[src/rtl/clkdiv_pkg.sv]
// Shared definitions for the scope clock-divider scheduler.
package clkdiv_pkg;

  localparam int DEFAULT_DIV  = 7;
  localparam int DEFAULT_HIGH = 4;

  typedef enum logic [1:0] {
    ST_IDLE = 2'b00,
    ST_RUN  = 2'b01,
    ST_PEND = 2'b10
  } state_t;

  // A ratio is usable only if both phases get at least one cycle.
  function automatic logic cfg_legal(input int unsigned div, input int unsigned high);
    return (div >= 2) && (high >= 1) && (high <= div - 1);
  endfunction

endpackage

[src/rtl/clkdiv_sched_if.sv]
// Configuration handshake between the scope controller and the divider.
interface clkdiv_sched_if #(
  parameter int CNT_W = 4
);
  logic             cfg_valid;
  logic             cfg_ready;
  logic [CNT_W-1:0] cfg_div;
  logic [CNT_W-1:0] cfg_high;
  logic             cfg_err;

  modport master (output cfg_valid, cfg_div, cfg_high, input  cfg_ready, cfg_err);
  modport slave  (input  cfg_valid, cfg_div, cfg_high, output cfg_ready, cfg_err);
endinterface

[src/rtl/clkdiv_core.sv]
// Period counter with registered clk_out/tick decode.
// Outputs are decoded from the next count so they line up with cnt.
module clkdiv_core #(
  parameter int CNT_W = 4
) (
  input  logic             clock,
  input  logic             rst_n,
  input  logic             i_en,
  input  logic             i_restart,
  input  logic [CNT_W-1:0] i_div,
  input  logic [CNT_W-1:0] i_high,
  output logic             o_boundary,
  output logic             o_clk_out,
  output logic             o_tick
);
  localparam logic [CNT_W-1:0] ONE = CNT_W'(1);

  logic [CNT_W-1:0] r_cnt;
  logic [CNT_W-1:0] w_cnt_nxt;
  logic             r_clk_out;
  logic             r_tick;

  assign o_boundary = (r_cnt == i_div - ONE);
  assign o_clk_out  = r_clk_out;
  assign o_tick     = r_tick;

  // Next count: wrap at the period end, hold at zero when stopped or restarting.
  always_comb begin
    w_cnt_nxt = '0;
    if (i_en && !i_restart && !o_boundary)
      w_cnt_nxt = r_cnt + ONE;
  end

  // Count register and registered waveform decode; reset kills clk_out at once.
  always_ff @(posedge clock or negedge rst_n) begin
    if (!rst_n) begin
      r_cnt     <= '0;
      r_clk_out <= 1'b0;
      r_tick    <= 1'b0;
    end else begin
      r_cnt     <= w_cnt_nxt;
      r_clk_out <= i_en && (w_cnt_nxt < i_high);
      r_tick    <= i_en && (w_cnt_nxt == '0);
    end
  end
endmodule

[src/rtl/clkdiv_sched.sv]
// Divider scheduler: run/stop FSM, config handshake and shadow ratio.
// New ratios and stops only take effect on period boundaries.
module clkdiv_sched #(
  parameter int CNT_W        = 4,
  parameter int DEFAULT_DIV  = clkdiv_pkg::DEFAULT_DIV,
  parameter int DEFAULT_HIGH = clkdiv_pkg::DEFAULT_HIGH
) (
  input  logic         clock,
  input  logic         rst_n,
  input  logic         run,
  clkdiv_sched_if.slave cfg,
  output logic         clk_out,
  output logic         tick,
  output logic [1:0]   state
);
  import clkdiv_pkg::*;

  localparam logic [CNT_W-1:0] DIV_RST  = CNT_W'(DEFAULT_DIV);
  localparam logic [CNT_W-1:0] HIGH_RST = CNT_W'(DEFAULT_HIGH);

  state_t           r_state;
  logic [CNT_W-1:0] r_div, r_high;
  logic [CNT_W-1:0] r_sdiv, r_shigh;
  logic             r_cfg_err;

  logic w_ready, w_acc, w_legal, w_load;
  logic w_core_bnd, w_bnd, w_en_nxt, w_restart;

  assign w_ready   = (r_state != ST_PEND);
  assign w_acc     = cfg.cfg_valid && w_ready;
  assign w_legal   = cfg_legal(32'(cfg.cfg_div), 32'(cfg.cfg_high));
  assign w_load    = w_acc && w_legal;
  assign w_bnd     = w_core_bnd && (r_state != ST_IDLE);
  // Counter keeps going unless we sit in IDLE or are stopping at this boundary.
  assign w_en_nxt  = (r_state == ST_IDLE) ? run : !(w_bnd && !run);
  assign w_restart = (r_state == ST_IDLE);

  assign cfg.cfg_ready = w_ready;
  assign cfg.cfg_err   = r_cfg_err;
  assign state         = r_state;

  // Run/stop FSM with active and shadow ratio registers.
  always_ff @(posedge clock or negedge rst_n) begin
    if (!rst_n) begin
      r_state   <= ST_IDLE;
      r_div     <= DIV_RST;
      r_high    <= HIGH_RST;
      r_sdiv    <= '0;
      r_shigh   <= '0;
      r_cfg_err <= 1'b0;
    end else begin
      r_cfg_err <= w_acc && !w_legal;
      case (r_state)
        ST_IDLE: begin
          if (w_load) begin
            r_div  <= cfg.cfg_div;
            r_high <= cfg.cfg_high;
          end
          if (run) r_state <= ST_RUN;
        end
        ST_RUN: begin
          if (w_bnd && !run) begin
            // Stopping: no later boundary will come, so load the ratio directly.
            r_state <= ST_IDLE;
            if (w_load) begin
              r_div  <= cfg.cfg_div;
              r_high <= cfg.cfg_high;
            end
          end else if (w_load) begin
            r_sdiv  <= cfg.cfg_div;
            r_shigh <= cfg.cfg_high;
            r_state <= ST_PEND;
          end
        end
        ST_PEND: begin
          if (w_bnd) begin
            r_div   <= r_sdiv;
            r_high  <= r_shigh;
            r_state <= run ? ST_RUN : ST_IDLE;
          end
        end
        default: r_state <= ST_IDLE;
      endcase
    end
  end

  clkdiv_core #(.CNT_W(CNT_W)) u_core (
    .clock      (clock),
    .rst_n      (rst_n),
    .i_en       (w_en_nxt),
    .i_restart  (w_restart),
    .i_div      (r_div),
    .i_high     (r_high),
    .o_boundary (w_core_bnd),
    .o_clk_out  (clk_out),
    .o_tick     (tick)
  );
endmodule
[src/flat_wrapper.sv]
// flat-port wrapper written by rule: the top's interface ports become plain ports
module clkdiv_sched_flat import clkdiv_pkg::*;
#(
  parameter int CNT_W        = 4,
  parameter int DEFAULT_DIV  = clkdiv_pkg::DEFAULT_DIV,
  parameter int DEFAULT_HIGH = clkdiv_pkg::DEFAULT_HIGH
)
  (clock, rst_n, run, clk_out, tick, state, cfg_cfg_valid, cfg_cfg_div, cfg_cfg_high, cfg_cfg_ready, cfg_cfg_err);
  clkdiv_sched_if #(.CNT_W(CNT_W)) cfg_i ();
  input  logic clock;
  input  logic rst_n;
  input  logic run;
  output logic clk_out;
  output logic tick;
  output logic [1:0] state;
  input wire logic [$bits(cfg_i.cfg_valid)-1:0] cfg_cfg_valid;
  input wire logic [$bits(cfg_i.cfg_div)-1:0] cfg_cfg_div;
  input wire logic [$bits(cfg_i.cfg_high)-1:0] cfg_cfg_high;
  output wire logic [$bits(cfg_i.cfg_ready)-1:0] cfg_cfg_ready;
  output wire logic [$bits(cfg_i.cfg_err)-1:0] cfg_cfg_err;
  assign cfg_i.cfg_valid = cfg_cfg_valid;
  assign cfg_i.cfg_div = cfg_cfg_div;
  assign cfg_i.cfg_high = cfg_cfg_high;
  assign cfg_cfg_ready = cfg_i.cfg_ready;
  assign cfg_cfg_err = cfg_i.cfg_err;
  clkdiv_sched #(.CNT_W(CNT_W), .DEFAULT_DIV(DEFAULT_DIV), .DEFAULT_HIGH(DEFAULT_HIGH)) u_core (.clock(clock), .rst_n(rst_n), .run(run), .cfg(cfg_i), .clk_out(clk_out), .tick(tick), .state(state));
endmodule
[config.mk]
export PLATFORM = sky130hd
export DESIGN_NAME = clkdiv_sched_flat
export DESIGN_NICKNAME = d
export VERILOG_FILES = /design/src/rtl/clkdiv_pkg.sv /design/src/rtl/clkdiv_sched_if.sv /design/src/rtl/clkdiv_core.sv /design/src/rtl/clkdiv_sched.sv /design/src/flat_wrapper.sv
export SDC_FILE = /design/constraint.sdc
export NUM_CORES = 1
export LEC_CHECK = 0
export ABC_AREA = 1
export CAP_MARGIN = 0
export CORE_MARGIN = 5
export CORE_UTILIZATION = 49
export DETAILED_ROUTE_END_ITERATION = 8
export PLACE_DENSITY_LB_ADDON = 0.08
export SKIP_LAST_GASP = 1
export SLEW_MARGIN = 20
export SYNTH_ARGS = -nofsm -noshare
export SYNTH_HDL_FRONTEND = slang
export SYNTH_SLANG_ARGS = --single-unit
[constraint.sdc]
create_clock -name clock -period 2.19 [get_ports clock]
set_input_delay 0.438 -clock clock [delete_from_list [all_inputs] [get_ports clock]]
set_output_delay 0.438 -clock clock [all_outputs]
set_load 0.02 [all_outputs]
==> results of run 1 <==
where the power goes:
group	switching (µW)	internal, µW	total, µW
clock	151	68.7	220
combinational	917	791	1710
sequential	154	684	838
total	1220	1540	2770
kinds of logic (layout without fill, tap and decap cells):
logic type	after synthesis	count (layout)	synth area share, %
AOI/OAI and AO/OA	27	27	9.295
DFF	25	25	40.38
xor gates and xnor gates	6	6	3.366
buffers and inverters	35	82	9.054
and+or+nand+nor	96	98	29.09
adders and majority gates	11	11	8.814
worst max-delay path: stages:
cell and delay [ns]:
dlygate4sd2_1 0.26, nor2_2 0.14, nand2_2 0.07, xor2_2 0.19, ha_4 0.24, a21oi_1 0.17
o21ai_1 0.13, nand3_2 0.13, nand2_4 0.08, nor2_4 0.21, nand3_4 0.18, o21ai_2 0.19
final timing paths:
path,start,end,slack [ns],cells after the start
worst min register to register,u_core.r_high[2]$_DFFE_PN1P_,u_core.r_high[2]$_DFFE_PN1P_,0.48,2
min in group clock,u_core.r_high[2]$_DFFE_PN1P_,u_core.r_high[2]$_DFFE_PN1P_,0.48,2
worst max register to register,u_core.r_div[0]$_DFFE_PN1P_,u_core.u_core.o_tick$_DFF_PN0_,0.05,15
worst min-delay path,rst_n,u_core.u_core.r_cnt[0]$_DFF_PN0_,0.45,2
max in group asynchronous,rst_n,u_core.r_high[2]$_DFFE_PN1P_,1.45,2
worst max-delay path,cfg_cfg_div[2],u_core.r_shigh[2]$_DFFE_PN0P_,0.02,12
per-layer routing:
layer  up-vias  GRT usage, %
met2        27         34.57
li1        736             -
met3         6         3.035
met1       697         25.96
met4         0         4.569
met5         -             0
what timing repair did:
item                                    in CTS  in global routing
endpoints found under the setup margin      17                 18
gates cloned                                 2                  0
gates resized for setup                     31                 11
pin swaps                                   20                 13
hold buffers                                 0                  0
setup buffers                               10                  2
registers in the layout, summed over array words and instances (netlist names):
name and flops:
u_core.r_div 4, u_core.r_high 4, u_core.r_sdiv 4, u_core.r_shigh 4
u_core.u_core.r_cnt 4, u_core.state 2, u_core.cfg.cfg_err 1, u_core.u_core.o_clk_out 1
u_core.u_core.o_tick 1
layout make-up:
type                       instances  area [µm²]  area share [%]
tap                               44       55.05           2.496
timing repair buffer              46       391.6           17.75
inverter                          32       125.1           5.672
sequential                        25       630.6           28.59
clock buffer                       3       22.52           1.021
clock inverter                     1       5.005          0.2269
multi-input combinational        142       975.9           44.24
per-stage QoR:
stage	setup TNS, ns	power (µW)	setup slack, ns	cells
final	0	2765	0.02235	293
after floorplan	0	1746	0.01095	200
after global placement	-7.105	2093	-0.4558	275
after detailed placement	-8.072	2146	-0.5286	275
after CTS	0	2646	0.01912	291
after global routing	-0.4260	3010	-0.07330	293
synthesized netlist by cell type (2+ instances only):
| cell type | number | area share [%] |
|---|---|---|
| o21ai_0 | 9 | 2.9 |
| dfrtp_1 | 21 | 34 |
| nand2_4 | 2 | 1.4 |
| nand4_1 | 3 | 1.2 |
| o21ai_2 | 2 | 1.1 |
| o21ai_1 | 9 | 2.9 |
| buf_2 | 2 | 0.64 |
| nand3_4 | 2 | 2.2 |
| inv_1 | 29 | 7.0 |
| nor2_4 | 2 | 1.4 |
| inv_2 | 3 | 0.72 |
| nand3_1 | 13 | 4.2 |
| xor2_1 | 3 | 1.7 |
| ha_1 | 11 | 8.8 |
| dfstp_2 | 4 | 6.7 |
| a21oi_1 | 6 | 1.9 |
| nor2_1 | 10 | 2.4 |
| nand2_1 | 59 | 14 |
| nand2_2 | 2 | 0.80 |
| xnor2_1 | 3 | 1.7 |
==> flow_metrics.tcl, run 1 <==
set metrics [dict create \
    status "finished, final reports clean" \
    wl_met1_mm 1.775 \
    numCtsBuffers 3 \
    cts_buffer_depth 2 \
    nFillCells 254 \
    num_rows 20 \
    grt_max_degree 26 \
    syn-num-nets 223 \
    grt_setup_unrepaired "yes" \
    critical_path_class "input pin to flop" \
    ys_ff_latch 25 \
    htreeDepth 1 \
    cts-root-buf "clkbuf_4" \
    port_buffers 17 \
    power-per-cell-area_nw_per_um2 1254 \
    cap_violations 0 \
    finalSetupViolCount 0 \
    layout_commonest_cell "nand2_1" \
    n_antenna_cell 0 \
    yosys_warnings 0 \
    syn_area_um2 1561 \
    synth_ff_type "dfrtp_1" \
    hp-class "input pin to async pin" \
    grt_pass1_wl_mm 6.796 \
    maxSlewViolCount 0 \
    die_w_um 66.45 \
    drt_iter0_markers 41 \
    arrival_ns 2.43 \
    vias_per_cell 5.003 \
    worst_pin_slew_ns 0.6399 \
    hold_ws_ns 0.4481 \
    drive_above_1_share_pct 31.33 \
    slew_headroom_pct 57.18 \
    first_global_vias 1500 \
    final_area_um2 2206 \
    required_ns 2.45 \
    cts_tree "done" \
    place_area_um2 1913 \
    grt_usage_pct 19.92 \
    areaGrowthSynthToFinish_pct 41.27 \
    path_max_fanout 8 \
    dr.pass1.iters 4 \
    ir_drop_mv 0.7694 \
    finalCritPeriodShare_pct 98.98 \
    gp_congestion 0.8181 \
    final_nets 273 \
    layout_common_cells "nand2_1 (56), buf_4 (27), inv_1 (24), dfrtp_1 (21), clkdlybuf4s50_1 (13)" \
    grt_overflow 0 \
    syn_inst 200 \
    num_io_pins 18 \
    drc 0 \
    fp.dieH_um 66.45 \
    dieArea_um2 4416 \
    clk_pin_slew_ns 0.15 \
    hold_viol_final 0 \
    power_leakage_uw 0.001085 \
    ys_seq_area_share_pct 40.38 \
    max_clock_freq_ghz 0.4613 \
    vias 1466 \
    cts.sinks 25 \
    period_minus_slack_ns 2.168 \
    ys_types 25 \
    start_util_pct 51.15 \
    synth-edff-count 0 \
    final_util_pct 72.25 \
    syn_area_per_cell_um2 7.807 \
    route.met2.wl_mm 1.980 \
    coreArea_um2 3053 \
    cp-end-kind "flop" \
    start_kind "input pin" \
    clkLatencyLatePin_ns 0.33 \
    met3_length_um 133 \
    ant_nets 0 \
    wirelength_mm 3.938 \
    finClkSkew_ns 0.009287 \
    antenna_found_initial 0 \
    wl_per_cell_um 13.44 \
    highest_layer "met4" \
    dpl.hpwl_mm 2.659 \
    async_reset_ff_share_pct 100.0 \
]
No activity file was read; power rests on OpenSTA's default activity.
==> inputs of run 2 (changes only) <==
--- a/config.mk
+++ b/config.mk
@@ -6,13 +6,15 @@
 export NUM_CORES = 1
 export LEC_CHECK = 0
 export ABC_AREA = 1
-export CAP_MARGIN = 0
+export CAP_MARGIN = 30
 export CORE_MARGIN = 5
 export CORE_UTILIZATION = 49
 export DETAILED_ROUTE_END_ITERATION = 8
+export HOLD_SLACK_MARGIN = 0.05
 export PLACE_DENSITY_LB_ADDON = 0.08
 export SKIP_LAST_GASP = 1
 export SLEW_MARGIN = 20
 export SYNTH_ARGS = -nofsm -noshare
 export SYNTH_HDL_FRONTEND = slang
+export SYNTH_HIERARCHICAL = 1
 export SYNTH_SLANG_ARGS = --single-unit
==> run 2 against run 1 <==
The run now ends with negative setup slack left. Total power rose by 10%. Clock-buffer cell count did not move. Fmax fell by 17%. Core utilization rose by 8.0 points. Sequential share of layout area fell by 3.3 points. Largest cell class unchanged. Die area rose by 3.2%.
==> flow_metrics.tcl, run 2 <==
set metrics [dict create \
    layout_common_cells "nand2_1 (59), buf_4 (35), inv_1 (27), dfrtp_1 (21), clkdlybuf4s50_1 (13)" \
    numCtsBuffers 3 \
    drive_above_1_share_pct 39.64 \
    gp_congestion 0.8454 \
    cap_violations 0 \
    synth_top_area_share_pct 32.43 \
    port_buffers 17 \
    cts-root-buf "clkbuf_4" \
    cts_tree "done" \
    clkLatencyLatePin_ns 0.33 \
    hp-class "input pin to async pin" \
    yosysMostFrequentCell "nand2_1" \
    final_nets 304 \
    synth_area_leaders "dfrtp_1 (32%), nand2_1 (15%), ha_1 (8.5%), inv_1 (7.2%), dfstp_2 (6.5%)" \
    cp-end-kind "flop" \
    syn_area_per_cell_um2 7.643 \
    syn_inst 212 \
    drt_iter0_markers 101 \
    finalCritPeriodShare_pct 119.5 \
    yosys_warnings 6 \
    syn_area_um2 1620 \
    yosysTopAreaCell "dfrtp_1" \
    maxSlewViolCount 0 \
    cts_buffer_depth 2 \
    die_w_um 67.51 \
    finClkSkew_ns 0.007708 \
    critical_path_class "flop to flop" \
    slew_headroom_pct 72.71 \
    antenna_found_initial 0 \
    dieArea_um2 4557 \
    areaGrowthSynthToFinish_pct 53.75 \
    dp.cells 303 \
    vias 1589 \
    failed_checks "negative setup slack" \
    vias_per_cell 4.904 \
    hold_viol_final 0 \
    grt_usage_pct 19.78 \
    synth_commonest_cells "nand2_1 (63), inv_1 (31), dfrtp_1 (21)" \
    power_leakage_uw 0.001293 \
    final_util_pct 80.28 \
    ant_nets 0 \
    r2r_cells 16 \
    preCtsSetupSlack_ns -0.5332 \
    cts_hold_buf 0 \
    power-per-cell-area_nw_per_um2 1223 \
    syn-num-nets 235 \
    htreeDepth 1 \
    wirelength_mm 4.327 \
    first_global_vias 1537 \
    arrival_ns 2.89 \
    layout_commonest_cell "nand2_1" \
    ys_types 32 \
    finalSetupViolCount 15 \
    period_minus_slack_ns 2.617 \
    num_rows 20 \
    ys_ff_latch 25 \
    ys_seq_area_share_pct 38.92 \
    wl_per_cell_um 13.35 \
    grt_pass1_wl_mm 6.824 \
    n_antenna_cell 0 \
    num_io_pins 18 \
    grt_overflow 0 \
    path_max_fanout 2 \
    setup_ws_ns -0.4271 \
    final_cells 324 \
    r2r-end "u_core/u_core/o_clk_out$_DFF_PN0_" \
    dpl.hpwl_mm 2.847 \
    synth_ff_type "dfrtp_1" \
    coreArea_um2 3103 \
    async_reset_ff_share_pct 100.0 \
    grt_max_degree 26 \
    start_util_pct 52.22 \
    dr.pass1.iters 4 \
    r2r-start "u_core/r_div[0]$_DFFE_PN1P_" \
    startpoint "u_core/r_div[0]$_DFFE_PN1P_" \
    reg2reg_slack_ns -0.43 \
    drc 0 \
    required_ns 2.46 \
    clk_pin_slew_ns 0.15 \
    cts.sinks 25 \
    grt_setup_unrepaired "yes" \
    ir_drop_mv 0.6735 \
    worst_pin_slew_ns 0.4051 \
    endpoint "u_core/u_core/o_clk_out$_DFF_PN0_" \
    synth-edff-count 0 \
    fp.dieH_um 67.51 \
    start_kind "flop" \
    status "finished, violations left" \
    max_clock_freq_ghz 0.3821 \
]
[run 2: cell types whose count changed after synthesis, moves of 2 or more]
cell and delta:
nand2_1 +4, a21oi_1 -3, o21ai_0 +5, o21ai_1 -8, nand2_2 +4, inv_2 +4, nand4_1 -3, inv_1 +2
[run 2: through the flow]
| stage | TNS (ns) | hold slack [ns] | total power, µW | instance area, µm² |
|---|---|---|---|---|
| global route | -2.695 | 0.4547 | 3277 | 2491 |
| global placement | -6.829 | 0.4610 | 2206 | 2132 |
| detailed placement | -8.311 | 0.4651 | 2281 | 2132 |
| CTS | -0.4582 | 0.4526 | 2715 | 2332 |
| finish | -0.9862 | 0.4480 | 3046 | 2491 |
| floorplan | -0.4225 | 0.1424 | 1687 | 1658 |
[run 2: cell type report]
cell class,count,area [µm²]
Clock buffer,3,22.52
Clock inverter,1,7.507
Fill cell,221,611.8
Inverter,39,151.4
Multi-Input combinational cell,146,996.0
Sequential cell,25,630.6
Tap cell,44,55.05
Timing Repair Buffer,66,628.1
[run 2: cells by family after synthesis]
group	share of synthesized area, %
AOI/OAI and AO/OA	9.035
xor gates and xnor gates	3.243
adders and majority gates	8.494
buffers and inverters	10.04
DFF	38.92
and+or+nand+nor	30.27
[run 2: metal layers]
metal / vias up / wire, µm / track usage, %
met5: - / 0 / 0
met4: 0 / 29 / 5.063
met3: 4 / 156 / 2.829
met2: 32 / 2170 / 34.02
met1: 760 / 1971 / 25.86
li1: 793 / - / -
[run 2: worst max-delay path, stage by stage, from the launching register on]
cell     delay (ns)
dfstp_2        0.57
inv_2          0.05
ha_4           0.24
or2_4          0.23
nand3_4        0.07
nor2_4         0.03
nand2_2        0.06
inv_2          0.04
o21ai_2        0.14
inv_2          0.07
nor2_4         0.12
nand2_4        0.06
or2_1          0.21
inv_2          0.07
ha_4           0.19
a211o_1        0.29
a21oi_1        0.10
[run 2: where the power goes]
part	leakage, µW	internal [µW]	switching [µW]
clock	0.0000139	69.8	153
sequential	0.000306	680	125
combinational	0.000972	987	1030
total	0.00129	1740	1310
[run 2: worst min path at each step]
stage                                            start                               end  slack (ns)  depth (start not counted)
after floorplan                                  rst_n      u_core/cfg.cfg_err$_DFF_PN0_        0.14                          0
after global placement    u_core/r_high[2]$_DFFE_PN1P_      u_core/r_high[2]$_DFFE_PN1P_        0.46                          2
after detailed placement  u_core/r_high[2]$_DFFE_PN1P_      u_core/r_high[2]$_DFFE_PN1P_        0.47                          2
after CTS                                        rst_n  u_core/u_core/r_cnt[1]$_DFF_PN0_        0.45                          2
after global routing                             rst_n  u_core/u_core/r_cnt[1]$_DFF_PN0_        0.45                          2
final                                            rst_n  u_core/u_core/r_cnt[1]$_DFF_PN0_        0.45                          2
[run 2: repair_timing]
item	in CTS	in global routing
pin swaps	18	20
resized for setup	21	31
gates cloned	1	0
setup buffers	11	8
setup endpoints to repair	22	22
==> inputs of run 3 (changes only) <==
--- a/config.mk
+++ b/config.mk
@@ -12,6 +12,7 @@
 export DETAILED_ROUTE_END_ITERATION = 8
 export HOLD_SLACK_MARGIN = 0.05
 export PLACE_DENSITY_LB_ADDON = 0.08
+export REMOVE_ABC_BUFFERS = 1
 export SKIP_LAST_GASP = 1
 export SLEW_MARGIN = 20
 export SYNTH_ARGS = -nofsm -noshare
==> run 3 against run 2 <==
The run still ends with negative setup slack left. First-iteration DRC count decreased by 12%. Sequential share of layout area increased by 0.63 points. Total power decreased by 2.4%. Hold slack improved by 0.015 ns. Global-route usage increased by 1.5 points. Final cell count unchanged. Fmax decreased by 0.28%. Die area unchanged. Clock-buffer cell count increased by 1. Combinational power decreased by 2%. Clock power decreased by 8%. Largest power group unchanged.
==> flow_metrics.tcl, run 3 (same netlist as run 2, synthesis figures left out) <==
set metrics [dict create \
    arrival_ns 2.88 \
    wirelength_mm 4.297 \
    final_area_um2 2431 \
    place_area_um2 2115 \
    grt_busiest_layer "met2" \
    clkLatencyLatePin_ns 0.32 \
    drive_above_1_share_pct 41.07 \
    num_rows 20 \
    power_leakage_uw 0.001266 \
    fin_total_pwr_uw 2974 \
    p_sw_share_pct 43.85 \
    grt_usage_pct 21.24 \
    hold_viol_final 0 \
    num_io_pins 18 \
    nFillCells 229 \
    finalCritPeriodShare_pct 119.8 \
    required_ns 2.44 \
    antenna_found_initial 0 \
    gr-usage-met2_pct 36.94 \
    worst_pin_slew_ns 0.3188 \
    final_util_pct 78.35 \
    grt_max_degree 26 \
    maxSlewViolCount 0 \
    cts-root-buf "clkbuf_4" \
    clkPwrFrac_pct 6.9 \
    finClkSkew_ns 0.003274 \
    dr.pass1.iters 4 \
    clk_pin_slew_ns 0.13 \
    wl_per_cell_um 13.26 \
    finalSetupViolCount 11 \
    ir_drop_mv 1.127 \
    grt_overflow 0 \
    cap_violations 0 \
    vias_per_cell 4.926 \
    preCtsSetupSlack_ns -0.7054 \
    grt_pass1_wl_mm 7.327 \
    gp_congestion 0.8061 \
    areaGrowthSynthToFinish_pct 50.04 \
    cts.sinks 25 \
    htreeDepth 1 \
    hold_ws_ns 0.4635 \
    start_kind "flop" \
    coreArea_um2 3103 \
    cp-end-kind "flop" \
    final_nets 304 \
    first_global_vias 1644 \
    seqPwrFrac_pct 26.7 \
    layout_common_cells "nand2_1 (56), buf_4 (41), inv_1 (25), dfrtp_1 (21)" \
    power-per-cell-area_nw_per_um2 1223 \
    period_minus_slack_ns 2.624 \
    start_util_pct 52.22 \
    slew_headroom_pct 78.74 \
    cts_buffer_depth 2 \
    grt_use_met3_pct 4.326 \
    fp.dieH_um 67.51 \
    vias 1596 \
    drt_iter0_markers 89 \
    path_max_fanout 2 \
    n_antenna_cell 0 \
    internal_power_uw 1670 \
    hp-class "input pin to async pin" \
    dieArea_um2 4557 \
    die_w_um 67.51 \
    met1_usage_pct 27.22 \
    port_buffers 17 \
    dpl.hpwl_mm 2.884 \
    cts_tree "done" \
    ant_nets 0 \
    power_frac_comb_pct 66.4 \
    p_sw_uw 1304 \
    grt_setup_unrepaired "yes" \
    numCtsBuffers 3 \
    critical_path_class "flop to flop" \
    layout_commonest_cell "nand2_1" \
    failed_checks "negative setup slack" \
    drc 0 \
    cts_hold_buf 0 \
    max_clock_freq_ghz 0.3810 \
    status "finished, violations left" \
    setup_ws_ns -0.4344 \
]
-- run 3: cell count changes in the layout (fill, tap and decap cells not counted), sizes merged --
cell / previous run / this run
clkinv: 0 / 1
clkdlybuf4s50: 13 / 12
inv: 39 / 38
dlygate4sd2: 4 / 3
dlymetal6s2s: 0 / 2
clkinvlp: 1 / 0
clkbuf: 3 / 4
buf: 49 / 48
nor2: 13 / 14
-- run 3: cell type report --
cell class / instances / area [µm²] / area share [%]
inverters: 39 / 152.6 / 6.279
well taps: 44 / 55.05 / 2.265
clock buffers: 4 / 26.28 / 1.081
repair buffers: 65 / 558.0 / 22.95
multi-input cells: 147 / 1008 / 41.48
flip-flops and latches: 25 / 630.6 / 25.94
-- run 3: what timing repair did --
action                                  CTS  global route
gates cloned                              1             0
endpoints found under the setup margin   23            25
pin swaps                                27            13
buffers inserted                         14             4
gates resized for setup                  48            18
-- run 3: critical path, stage by stage (launching register included) --
cell	delay (ns)
dfstp_2	0.57
clkinv_2	0.07
ha_4	0.21
or2_1	0.22
nand3_2	0.09
nor2_4	0.04
nand2_2	0.06
inv_2	0.04
o21ai_2	0.17
inv_2	0.08
nor2_4	0.10
nand2_2	0.06
or2_1	0.21
inv_2	0.07
ha_4	0.19
a211o_1	0.26
a21oi_2	0.11
-- run 3: path summary, 6_finish.rpt --
kind,startpoint,end,slack (ns),cells past startpoint
worst max-delay path,u_core/r_div[1]$_DFFE_PN1P_,u_core/u_core/o_clk_out$_DFF_PN0_,-0.43,16
worst min-delay path,rst_n,u_core/r_sdiv[2]$_DFFE_PN0P_,0.46,2
worst max register to register,u_core/r_div[1]$_DFFE_PN1P_,u_core/u_core/o_clk_out$_DFF_PN0_,-0.43,16
worst min register to register,u_core/r_high[2]$_DFFE_PN1P_,u_core/r_high[2]$_DFFE_PN1P_,0.48,2
max in group asynchronous,rst_n,u_core/r_high[2]$_DFFE_PN1P_,1.43,2
min in group clock,cfg_cfg_div[0],u_core/r_sdiv[0]$_DFFE_PN0P_,0.47,3
-- run 3: power by group through the flow --
stage	clock network, µW	logic, µW	registers [µW]
2_1_floorplan	0	799	828
3_3_place_gp	0	1420	782
3_5_place_dp	0	1460	791
4_1_cts	207	1870	786
5_1_grt	228	2160	816
6_report	206	1970	793
-- run 3: per-stage QoR --
| step | std cells | setup TNS (ns) |
|---|---|---|
| 4_1_cts | 324 | -2.456 |
| 3_5_place_dp | 309 | -8.825 |
| 2_1_floorplan | 210 | -0.8527 |
| 6_report | 324 | -0.7281 |
| 5_1_grt | 324 | -2.708 |
| 3_3_place_gp | 309 | -7.224 |
-- run 3: routing by layer --
metal	wire, µm	share of wire, %
met4	39	0.91
met2	2164	50
met3	206	4.8
met5	0	0
met1	1886	44
